`src/rtl/znmi_ctrl.sv`:
```
// Z80 NMI request controller: turns one-cycle break/button strobes into a timed /NMI pulse and tracks the handler.
// Optional RETN-based handler exit is enabled by defining ZNMI_RETN_DETECT_EN.
`timescale 1ns/1ps

module znmi_ctrl #(
    parameter int          NMI_LEN     = 32,
    parameter int          ACK_TIMEOUT = 1023,
    parameter logic [15:0] ACK_ADDR    = 16'h0066
) (
    input  logic        fclk,
    input  logic        rst_n,
    input  logic        zpos,
    input  logic        zneg,
    input  logic [15:0] a,
    input  logic [7:0]  d,
    input  logic        mreq_n,
    input  logic        m1_n,
    input  logic        rd_n,
    input  logic        req_brk,
    input  logic        req_btn,
    input  logic        nmi_ena,
    input  logic        clr_nmi,
    output logic        nmi_n,
    output logic        in_nmi,
    output logic [1:0]  nmi_src,
    output logic        ack_timeout
);

    localparam int CNT_MAX = (NMI_LEN > ACK_TIMEOUT) ? NMI_LEN : ACK_TIMEOUT;
    localparam int CW      = $clog2(CNT_MAX + 1);

    typedef enum logic [1:0] {
        S_IDLE,
        S_ASSERT,
        S_WAIT_ACK,
        S_IN_NMI
    } state_t;

    state_t        state, state_nx;
    logic [CW-1:0] cnt, cnt_nx;
    logic          nmi_n_nx, in_nmi_nx, ack_timeout_nx;
    logic [1:0]    nmi_src_nx;
    logic          ack_hit;
    logic          retn_exit;

    assign ack_hit = zneg && !mreq_n && !m1_n && (a == ACK_ADDR);

`ifdef ZNMI_RETN_DETECT_EN
    logic [7:0] op_cur, op_prev;
    logic       op_valid, m1_q, m1_rise;

    assign m1_rise   = !m1_q && m1_n;
    assign retn_exit = (state == S_IN_NMI) && m1_rise && op_valid &&
                       (op_prev == 8'hED) && (op_cur[7:6] == 2'b01) &&
                       (op_cur[2:0] == 3'b101) && (op_cur != 8'h4D);

    // Opcode history is only meaningful inside the handler, so it is wiped whenever we are outside it.
    always_ff @(posedge fclk or negedge rst_n) begin
        if (!rst_n) begin
            m1_q     <= 1'b1;
            op_cur   <= 8'h00;
            op_prev  <= 8'h00;
            op_valid <= 1'b0;
        end else begin
            m1_q <= m1_n;
            if (state != S_IN_NMI) begin
                op_prev  <= 8'h00;
                op_valid <= 1'b0;
            end else if (zpos && !m1_n && !mreq_n && !rd_n) begin
                op_cur   <= d;
                op_valid <= 1'b1;
            end else if (m1_rise) begin
                op_prev  <= op_valid ? op_cur : 8'h00;
                op_valid <= 1'b0;
            end
        end
    end
`else
    logic unused_bus;
    assign unused_bus = ^{d, rd_n};
    assign retn_exit  = 1'b0;
`endif

    always_ff @(posedge fclk or negedge rst_n) begin
        if (!rst_n) begin
            state       <= S_IDLE;
            cnt         <= '0;
            nmi_n       <= 1'b1;
            in_nmi      <= 1'b0;
            nmi_src     <= 2'b00;
            ack_timeout <= 1'b0;
        end else begin
            state       <= state_nx;
            cnt         <= cnt_nx;
            nmi_n       <= nmi_n_nx;
            in_nmi      <= in_nmi_nx;
            nmi_src     <= nmi_src_nx;
            ack_timeout <= ack_timeout_nx;
        end
    end

    // The acknowledge is checked before the counter so it wins a same-cycle terminal count.
    always_comb begin
        state_nx       = state;
        cnt_nx         = cnt;
        nmi_n_nx       = nmi_n;
        in_nmi_nx      = in_nmi;
        nmi_src_nx     = nmi_src;
        ack_timeout_nx = 1'b0;
        case (state)
            S_IDLE: begin
                if (nmi_ena && (req_brk || req_btn)) begin
                    nmi_src_nx = req_brk ? 2'b01 : 2'b10;
                    nmi_n_nx   = 1'b0;
                    cnt_nx     = '0;
                    state_nx   = S_ASSERT;
                end
            end
            S_ASSERT: begin
                if (ack_hit) begin
                    nmi_n_nx  = 1'b1;
                    in_nmi_nx = 1'b1;
                    cnt_nx    = '0;
                    state_nx  = S_IN_NMI;
                end else if (zpos) begin
                    if (cnt == CW'(NMI_LEN - 1)) begin
                        cnt_nx   = '0;
                        state_nx = S_WAIT_ACK;
                    end else begin
                        cnt_nx = cnt + CW'(1);
                    end
                end
            end
            S_WAIT_ACK: begin
                if (ack_hit) begin
                    nmi_n_nx  = 1'b1;
                    in_nmi_nx = 1'b1;
                    cnt_nx    = '0;
                    state_nx  = S_IN_NMI;
                end else if (zpos) begin
                    if (cnt == CW'(ACK_TIMEOUT - 1)) begin
                        ack_timeout_nx = 1'b1;
                        nmi_n_nx       = 1'b1;
                        cnt_nx         = '0;
                        state_nx       = S_IDLE;
                    end else begin
                        cnt_nx = cnt + CW'(1);
                    end
                end
            end
            S_IN_NMI: begin
                nmi_n_nx = 1'b1;
                if (clr_nmi || retn_exit) begin
                    in_nmi_nx = 1'b0;
                    state_nx  = S_IDLE;
                end
            end
            default: begin
                state_nx  = S_IDLE;
                nmi_n_nx  = 1'b1;
                in_nmi_nx = 1'b0;
                cnt_nx    = '0;
            end
        endcase
    end

endmodule

```
`config.mk`:
```
export PLATFORM = sky130hd
export DESIGN_NAME = znmi_ctrl
export DESIGN_NICKNAME = d
export VERILOG_FILES = /design/src/rtl/znmi_ctrl.sv
export SDC_FILE = /design/constraint.sdc
export NUM_CORES = 1
export LEC_CHECK = 0
export ABC_AREA = 1
export BUFFER_PORTS_ARGS = -buffer_cell sky130_fd_sc_hd__buf_2
export CORE_UTILIZATION = 48
export DETAILED_ROUTE_END_ITERATION = 6
export PLACE_DENSITY = 0.84
export SLEW_MARGIN = 5
export SYNTH_ARGS = -nofsm -noshare
export SYNTH_HDL_FRONTEND = slang
export SYNTH_SLANG_ARGS = --single-unit
```
`constraint.sdc`:
```
create_clock -name fclk -period 1.45 [get_ports fclk]
set_input_delay 0.0725 -clock fclk [delete_from_list [all_inputs] [get_ports fclk]]
set_output_delay 0.0725 -clock fclk [all_outputs]
set_load 0.05 [all_outputs]
```
==> results.toml, run 1 <==
[setup_path]
rrSetupSlack_ns = -0.18
critPathTopFamily = "flip-flops"
cpPeakStageDelay_ns = 0.45
cpMaxStageDelayCell = "dfrtp_2"
reg2reg_depth = 9
worst-path-buf-inv = 2
crit_path_end_kind = "flop"
worstReg2RegStart = "cnt[0]"
worst-setup-path-type = "reg -> reg"
cp_cell_sequence = "inv_2 -> ha_4 -> nand2_1 -> nor2_1 -> nand3_1 -> o211ai_2 -> buf_4 -> nand3_2 -> o21ai_1"
critPathLaunchType = "flop"
required_ns = 1.71
crit_arrival_ns = 1.90
r2r-end = "nmi_n"
crit_path_max_fanout = 3

[power_and_ir_drop]
seq_power_share = 0.202
swShare = 0.498
vdd_drop_max_uv = 1370
power.switching_w = 0.00166
combPwrFrac = 0.708
pwr-share-clk = 0.090
power.leakage_nw = 1.23
p_int_w = 0.00167
powerDensity_nw_per_um2 = 1450

[sta]
finalClockSkew_ns = 0.00261
setup_viol = 13
drv_slew = 0
setup_ws_ns = -0.184
post-route-period-util = 1.13
tightest_slew_ns = 0.538
fmax_ghz = 0.612
max-slew-margin-rel = 0.638
hold_viol = 0
period_needed_ns = 1.63
rsz0062_at_grt = "yes"

[floorplanning]
die_x_um = 60.0
fp.coreArea_um2 = 3130
initial_core_util = 0.516
rows = 20
ios = 40
dieArea_um2 = 3600
die_y_um = 60.0

[min_path]
hold_path.class = "in -> reg"
holdCritStartpoint = "clr_nmi"
worstHoldEndpoint = "in_nmi"
hold_depth = 4

[outcome]
violations = "setup timing"
status = "finished with violations"

[routing]
routed_via_density = 5.53
vias = 2023
wl_per_cell_um = 14.6
firstDrtPassIters = 5
drtAntennaViolNets = 0
wirelength_um = 5350
drcViolationCount = 0
drtIter0Drc = 144

[clock_tree]
cts_buffer_depth = 2
clock-sinks = 17
cts_tree = "built"
clkTransAtPathRegs_ns = 0.12
htree_levels = 1
clock_latency_ns = 0.32
cts_root_buf = "clkbuf_4"
numCtsBuffers = 3

[logic_synthesis]
seq_area_frac_synth = 0.265
synth-warning-count = 0
synth-seq-cells = 17
syn_inst = 255
syn_nets = 296
syn_area_per_cell_um2 = 6.32
mappedNetlistArea_um2 = 1610
yosysUniqueCellTypes = 30

[final_layout]
antenna_cells = 0
final_layout_size_suffix_gt1_frac = 0.360
instances_no_fill = 366
fillers = 228
area_delta_synth_final_pct = 42.2
final_nets = 364

[grt]
antenna_found_initial = 0
grt_max_degree = 22
grt_pass1_vias = 1915
overflow = 0
grt_pass1_wl_um = 8260
grtUsageTotal = 0.310

[flow_run]
cap_viol_max_count = 0

[place]
numPlacedInstances = 350
dp_slack_ns = -0.132
gp_congestion = 0.884
io_buffers = 30
hpwl_um = 3140
-- kinds of logic after synthesis --
logic type               count (synthesis)  synth area share
XOR/XNOR                                 2            0.0109
flip-flops                              17             0.265
AND/OR/NAND/NOR                        178             0.520
buffers and inverters                   40             0.109
adder cells (fa/ha/maj)                  6            0.0465
AO/OA/AOI/OAI                           12            0.0496
-- synth_stat cells, drive strengths merged --
master / number / share of area
a21oi: 1 / 0.0031
buf: 5 / 0.027
clkbuf: 2 / 0.0047
dfrtp: 16 / 0.25
dfstp: 1 / 0.016
ha: 6 / 0.047
inv: 33 / 0.077
nand2: 88 / 0.21
nand3: 31 / 0.10
nand3b: 7 / 0.033
nand4: 13 / 0.054
nor2: 35 / 0.10
nor2b: 1 / 0.0039
nor3: 2 / 0.0093
nor3b: 1 / 0.0047
o211ai: 2 / 0.016
o21a: 1 / 0.0047
o21ai: 7 / 0.022
o21bai: 1 / 0.0047
xor2: 2 / 0.011
-- worst max path at each step --
stage          startpoint        to  slack [ns]  depth (start not counted)
3_3_place_gp       cnt[1]  state[1]       -0.09                          8
5_1_grt            cnt[0]     nmi_n       -0.27                          9
4_1_cts            cnt[0]  state[1]       -0.14                          9
3_5_place_dp       cnt[1]  state[1]       -0.13                          8
6_report           cnt[0]     nmi_n       -0.18                          9
2_1_floorplan      cnt[1]  state[1]    -0.00006                          8
-- worst register-to-register path: stages (launching register included) --
cell,delay [ns]
dfrtp_2,0.45
inv_2,0.08
ha_4,0.13
nand2_1,0.04
nor2_1,0.09
nand3_1,0.15
o211ai_2,0.28
buf_4,0.18
nand3_2,0.06
o21ai_1,0.12
-- registers in the layout, summed over array words and instances, names as in the netlist --
| register | cells |
|---|---|
| nmi_src | 2 |
| cnt | 10 |
| state | 2 |
| ack_timeout | 1 |
| in_nmi | 1 |
| nmi_n | 1 |
-- repair_timing --
| action | CTS | global route |
|---|---|---|
| cloned | 1 | 0 |
| buffers inserted | 10 | 4 |
| endpoints found under the setup margin | 13 | 17 |
| hold endpoints to repair | 17 | 0 |
| resized for setup | 32 | 16 |
| pin swaps | 12 | 25 |
| hold buffers | 2 | 0 |
-- final cells by class --
class                           instances  area, µm²  share of cell area
Timing Repair inverter                  1       7.51             0.00327
Inverter                               33        131              0.0573
Tap cell                               44       55.1              0.0240
Clock buffer                            4       26.3              0.0115
Multi-Input combinational cell        198       1160               0.508
Sequential cell                        17        429               0.187
Timing Repair Buffer                   69        479               0.209
-- cell usage in the layout, fill, tap and decap left out, types with 2 or more instances in the layout --
cell type and n:
nand2_1 79, buf_4 31, buf_2 30, inv_1 27, nand3_1 25, nor2_1 24
dfrtp_1 14, nand4_1 12, nor2_4 7, nand3b_1 7, nand3_2 6, nand2_2 5
o21ai_0 5, buf_6 5, inv_2 4, nand2_4 4, nor2_2 4, ha_4 3
clkbuf_4 3, o21ai_1 2, xor2_1 2, ha_2 2, dfrtp_2 2, dlygate4sd3_1 2
-- routing by layer --
layer	vias up	track usage	share of wire
li1	950	-	-
met1	941	0.343	0.38
met2	105	0.581	0.52
met3	27	0.0411	0.052
met4	0	0.136	0.041
met5	-	0	0
-- per-stage QoR --
stage | utilization | total power [W] | setup TNS, ns | cell area (µm²) | hold WS (ns)
2_1_floorplan | - | 0.00172 | -0.0000623 | 1640 | -0.223
3_3_place_gp | 0.644 | 0.00222 | -0.571 | 2010 | 0.0313
3_5_place_dp | 0.644 | 0.00227 | -1.27 | 2010 | 0.0344
4_1_cts | 0.719 | 0.00304 | -1.25 | 2250 | 0.107
5_1_grt | 0.733 | 0.00349 | -3.23 | 2290 | 0.116
6_report | 0.733 | 0.00332 | -2.11 | 2290 | 0.0710
-- power by group through the flow --
stage	sequential (W)	clock, W	combinational (W)
finish	0.000672	0.000299	0.00235
global route	0.000683	0.000314	0.00249
CTS	0.000663	0.000280	0.00210
detailed placement	0.000661	0	0.00161
global placement	0.000656	0	0.00156
floorplan	0.000855	0	0.000868
No activity file was read; power rests on OpenSTA's default activity.
==> run 2: changes to the inputs <==
- MAX_ROUTING_LAYER: unset -> met4
==> run 2 against run 1 <==
  * Global-route usage up 0.96 points
  * Worst hold slack improved by 0.012 ns
  * The flow still finishes with violations (setup timing)
  * Cell area is 0.16% higher
  * Largest power group unchanged
  * Combinational power about the same
  * Largest cell class unchanged
==> results.toml, run 2 (synthesized netlist as in run 1, its figures left out) <==
[setup_path]
crit_start = "state[1]"
required_ns = 1.67
cpPeakStageDelay_ns = 0.44
cpMaxStageDelayCell = "dfrtp_1"
worst-path-buf-inv = 4
reg2reg_depth = 10
worst-setup-path-type = "reg -> reg"
worstReg2RegStart = "state[1]"
critPathTopFamily = "buffers and inverters"
crit_path_max_fanout = 5
crit_arrival_ns = 1.87
crit_path_end_kind = "flop"
critPathLaunchType = "flop"
cp_cell_sequence = "inv_2 -> ha_4 -> inv_4 -> buf_6 -> nand2_4 -> nand2_4 -> nor2_4 -> clkinvlp_4 -> nand2_1 -> nand2_1"
path_depth = 10

[floorplanning]
dieArea_um2 = 3600
die_y_um = 60.0
rows = 20
ios = 40
fp.coreArea_um2 = 3130
initial_core_util = 0.516
die_x_um = 60.0

[clock_tree]
cts_buffer_depth = 2
numCtsBuffers = 3
clock-sinks = 17
cts_root_buf = "clkbuf_4"
clkTransAtPathRegs_ns = 0.12
htree_levels = 1
clock_latency_ns = 0.31
cts_tree = "built"

[grt]
grt_use_met2 = 0.581
use_met3 = 0.0411
busiest_layer = "met2"
antenna_found_initial = 0
grt_pass1_wl_um = 8270
grtUsageTotal = 0.319
grt_pass1_vias = 1915
grt_use_met1 = 0.344
grt_max_degree = 22
overflow = 0

[final_layout]
largest_reg_flops = 10
antenna_cells = 0
fillers = 225
final_nets = 364
most-common-layout-cells = "nand2_1 (79), buf_2 (30), buf_4 (30)"
instances_no_fill = 366
largest-register = "cnt"
area_delta_synth_final_pct = 42.4
final_layout_size_suffix_gt1_frac = 0.360
reg_top3 = "cnt x10, nmi_src x2, state x2"
final_common_cell = "nand2_1"
final_core_util = 0.734

[sta]
max-slew-margin-rel = 0.601
setup_ws_ns = -0.207
hold_viol = 0
tightest_slew_ns = 0.592
post-route-period-util = 1.14
finalClockSkew_ns = 0.00657
drv_slew = 0
setup_viol = 13
rsz0062_at_grt = "yes"
period_needed_ns = 1.66
fmax_ghz = 0.603
setup_tns_ns = -2.20

[power_and_ir_drop]
power.switching_w = 0.00167
vdd_drop_max_uv = 1300
seq_power_share = 0.201
p_int_w = 0.00168
powerDensity_nw_per_um2 = 1460
combPwrFrac = 0.711
pwr-share-clk = 0.088
swShare = 0.498
power.leakage_nw = 1.23

[min_path]
hold_path.class = "in -> reg"
hold_depth = 4
holdCritStartpoint = "clr_nmi"

[flow_run]
cap_viol_max_count = 0

[routing]
drtAntennaViolNets = 0
wirelength_um = 5320
routed_via_density = 5.58
drtIter0Drc = 182
firstDrtPassIters = 5
drcViolationCount = 0
vias = 2044
wl_per_cell_um = 14.5

[place]
gp_congestion = 0.898
io_buffers = 30
numPlacedInstances = 350
hpwl_um = 3140

[outcome]
status = "finished with violations"
violations = "setup timing"
[run 2: cell count changes in the layout (fill, tap and decap cells not counted)]
| cell | change |
|---|---|
| buf_6 | +1 |
| buf_4 | -1 |
[run 2: path summary, 6_finish.rpt]
path	slack (ns)	end
min in group asynchronous	0.21	cnt[1]
max reg2reg	-0.21	cnt[8]
min reg2reg	0.50	nmi_n
max	-0.21	cnt[8]
max in group asynchronous	0.90	nmi_n
min	0.08	in_nmi
[run 2: area by class of cell]
cell class                 count  area, µm²  share of cell area
multi-input combinational    198       1160               0.507
timing repair buffer          69        483               0.210
sequential                    17        429               0.187
inverter                      33        131              0.0572
tap                           44       55.1              0.0240
clock buffer                   4       26.3              0.0114
timing repair inverter         1       7.51             0.00327
[run 2: timing repair]
action,4_1_cts,5_1_grt
pin swaps,12,25
endpoints found under the hold margin,17,0
cloned,1,0
setup endpoints to repair,13,17
setup buffers,10,4
gates resized for setup,32,17
hold buffers,2,0
[run 2: per-layer routing]
layer,routed length [µm],vias to the layer above
li1,-,951
met1,1910,935
met2,2710,126
met3,421,32
met4,277,0
met5,0,-
[run 2: stage by stage]
stage	instance area (µm²)	worst slack (ns)	total power [W]	hold WS (ns)
after floorplan	1640	-0.0000623	0.00172	-0.223
after CTS	2250	-0.137	0.00304	0.107
after global placement	2010	-0.0858	0.00222	0.0313
after global routing	2300	-0.276	0.00349	0.134
after detailed placement	2010	-0.132	0.00227	0.0344
final	2300	-0.207	0.00335	0.0834
[run 2: worst reg2reg max path: stages, from the launching register on]
cell and delay (ns):
dfrtp_1 0.44, inv_2 0.11, ha_4 0.16, inv_4 0.05, buf_6 0.12, nand2_4 0.08
nand2_4 0.06, nor2_4 0.18, clkinvlp_4 0.21, nand2_1 0.10, nand2_1 0.05
[run 2: power groups by stage]
stage                     clock network, W  registers, W  logic [W]
after floorplan                          0      0.000855   0.000868
after global placement                   0      0.000656    0.00156
after detailed placement                 0      0.000661    0.00161
after CTS                         0.000280      0.000663    0.00210
after global routing              0.000301      0.000681    0.00251
final                             0.000294      0.000673    0.00238
==> run 3: changes to the inputs <==
- CORE_UTILIZATION: 48 -> 53
- CTS_CLUSTER_SIZE: unset -> 25
- PLACE_DENSITY: 0.84 -> 0.87
- clock period: 1.45 -> 1.6 ns (I/O delays scaled with it)
==> run 3 against run 2 <==
  * The flow now finishes without violations
  * Clock skew shrank 0.0040 ns
  * Wire length shrank 18%
  * Fmax grew 4.0%
  * Die area shrank 9.1%
  * Final cell count shrank 8.7%
==> results.toml, run 3 (synthesized netlist as in run 1, its figures left out) <==
[outcome]
status = "finished clean"

[setup_path]
cpMaxStageDelayCell = "dfrtp_1"
required_ns = 1.87
cp_cell_sequence = "buf_6 -> ha_4 -> nand2_4 -> nor2_4 -> nand4_4 -> o211ai_2 -> buf_4 -> nand4_1 -> nand2_1"
crit_path_max_fanout = 5
crit_arrival_ns = 1.86
worst-setup-path-type = "reg -> reg"
cpPeakStageDelay_ns = 0.40
rrSetupSlack_ns = 0.006
critPathLaunchType = "flop"
worst-path-buf-inv = 2
critPathTopFamily = "simple AND/OR/NAND/NOR gates"
crit_path_end_kind = "flop"

[flow_run]
cap_viol_max_count = 0

[floorplanning]
die_y_um = 57.2
ios = 40
dieArea_um2 = 3270
rows = 19
initial_core_util = 0.570
fp.coreArea_um2 = 2830
die_x_um = 57.2

[sta]
finalClockSkew_ns = 0.00260
setup_viol = 0
fmax_ghz = 0.627
period_needed_ns = 1.59
whs_ns = 0.0799
max-slew-margin-rel = 0.717
hold_viol = 0
rsz0062_at_grt = "yes"
setup_ws_ns = 0.00598
post-route-period-util = 0.996
tightest_slew_ns = 0.425
drv_slew = 0

[routing]
wl_per_cell_um = 13.0
drcViolationCount = 0
firstDrtPassIters = 5
drtIter0Drc = 143
wirelength_um = 4340
drtAntennaViolNets = 0
routed_via_density = 5.46
vias = 1822

[final_layout]
final_layout_size_suffix_gt1_frac = 0.300
final_core_util = 0.726
largest_reg_flops = 10
multi_input_area_um2 = 1110
most-common-layout-cells = "nand2_1 (83), buf_2 (30), inv_1 (29)"
fillers = 218
design_area_um2 = 2050
area_delta_synth_final_pct = 27.4
reg_top3 = "cnt x10, nmi_src x2, state x2"
final_nets = 345
final_common_cell = "nand2_1"
instances_no_fill = 334
largest-register = "cnt"
seq_area_um2 = 432
antenna_cells = 0

[place]
placement.cell_area_um2 = 1840
gp_congestion = 0.926
numPlacedInstances = 321
dp_slack_ns = 0.0282
io_buffers = 30
hpwl_um = 2840

[clock_tree]
cts_buffer_depth = 2
htree_levels = 1
clock-sinks = 17
clkTransAtPathRegs_ns = 0.11
clock_latency_ns = 0.32
cts_tree = "built"
numCtsBuffers = 3
cts_root_buf = "clkbuf_4"

[grt]
overflow = 0
grt_pass1_vias = 1762
grt_max_degree = 20
grt_pass1_wl_um = 7260
antenna_found_initial = 0
grtUsageTotal = 0.288

[min_path]
hold_path.class = "in -> reg"

[power_and_ir_drop]
vdd_drop_max_uv = 1240
power.leakage_nw = 1.11
powerDensity_nw_per_um2 = 1150
==> run 3: cell types whose count changed in the layout (fill, tap and decap cells not counted), moves of 2 or more <==
cell	previous run	this run
buf_4	30	16
buf_6	6	3
dfrtp_1	14	12
dfrtp_2	2	4
ha_1	1	4
ha_2	2	0
inv_1	27	29
nand2_1	79	83
nand2_2	5	3
nand2_4	4	2
nor2_2	4	7
nor2_4	7	4
==> run 3: worst paths after layout <==
check,from,to,depth (start not counted)
worst min-delay path,clr_nmi,in_nmi,4
max in group asynchronous,rst_n,nmi_n,2
worst min register to register,nmi_n,nmi_n,2
worst max register to register,cnt[0],state[0],9
worst max-delay path,cnt[0],state[0],9
min in group asynchronous,rst_n,cnt[6],2
==> run 3: layout make-up <==
| class | count | area share |
|---|---|---|
| Sequential cell | 17 | 0.210 |
| Clock inverter | 1 | 0.00244 |
| Tap cell | 31 | 0.0189 |
| Multi-Input combinational cell | 198 | 0.540 |
| Timing Repair Buffer | 51 | 0.158 |
| Inverter | 33 | 0.0603 |
| Clock buffer | 3 | 0.0110 |
==> run 3: per-layer routing <==
layer,vias up,track usage,wire length [µm]
met2,51,0.518,2260
met5,-,-,0
li1,913,-,-
met1,845,0.333,1790
met3,13,0.0499,205
met4,0,0.0662,93
==> run 3: metrics by stage <==
step            TNS, ns  total power (W)
3_3_place_gp          0          0.00187
2_1_floorplan         0          0.00155
4_1_cts        -0.00733          0.00217
3_5_place_dp          0          0.00191
6_report              0          0.00236
5_1_grt          -0.175          0.00253
==> run 3: worst register-to-register path, stage by stage (launching register included) <==
cell	delay, ns
dfrtp_1	0.40
buf_6	0.12
ha_4	0.14
nand2_4	0.06
nor2_4	0.12
nand4_4	0.12
o211ai_2	0.26
buf_4	0.15
nand4_1	0.09
nand2_1	0.08
==> run 3: timing repair <==
item	CTS	global route
hold buffers	2	0
endpoints found under the setup margin	1	13
setup buffers	1	6
pin swaps	2	12
resized for setup	1	30
endpoints found under the hold margin	17	0
cloned	0	0
==> run 3: where the power goes <==
| group | switching [W] | internal (W) |
|---|---|---|
| combinational | 0.000964 | 0.000541 |
| sequential | 0.0000661 | 0.000528 |
| clock | 0.000166 | 0.0000940 |
| total | 0.00120 | 0.00116 |
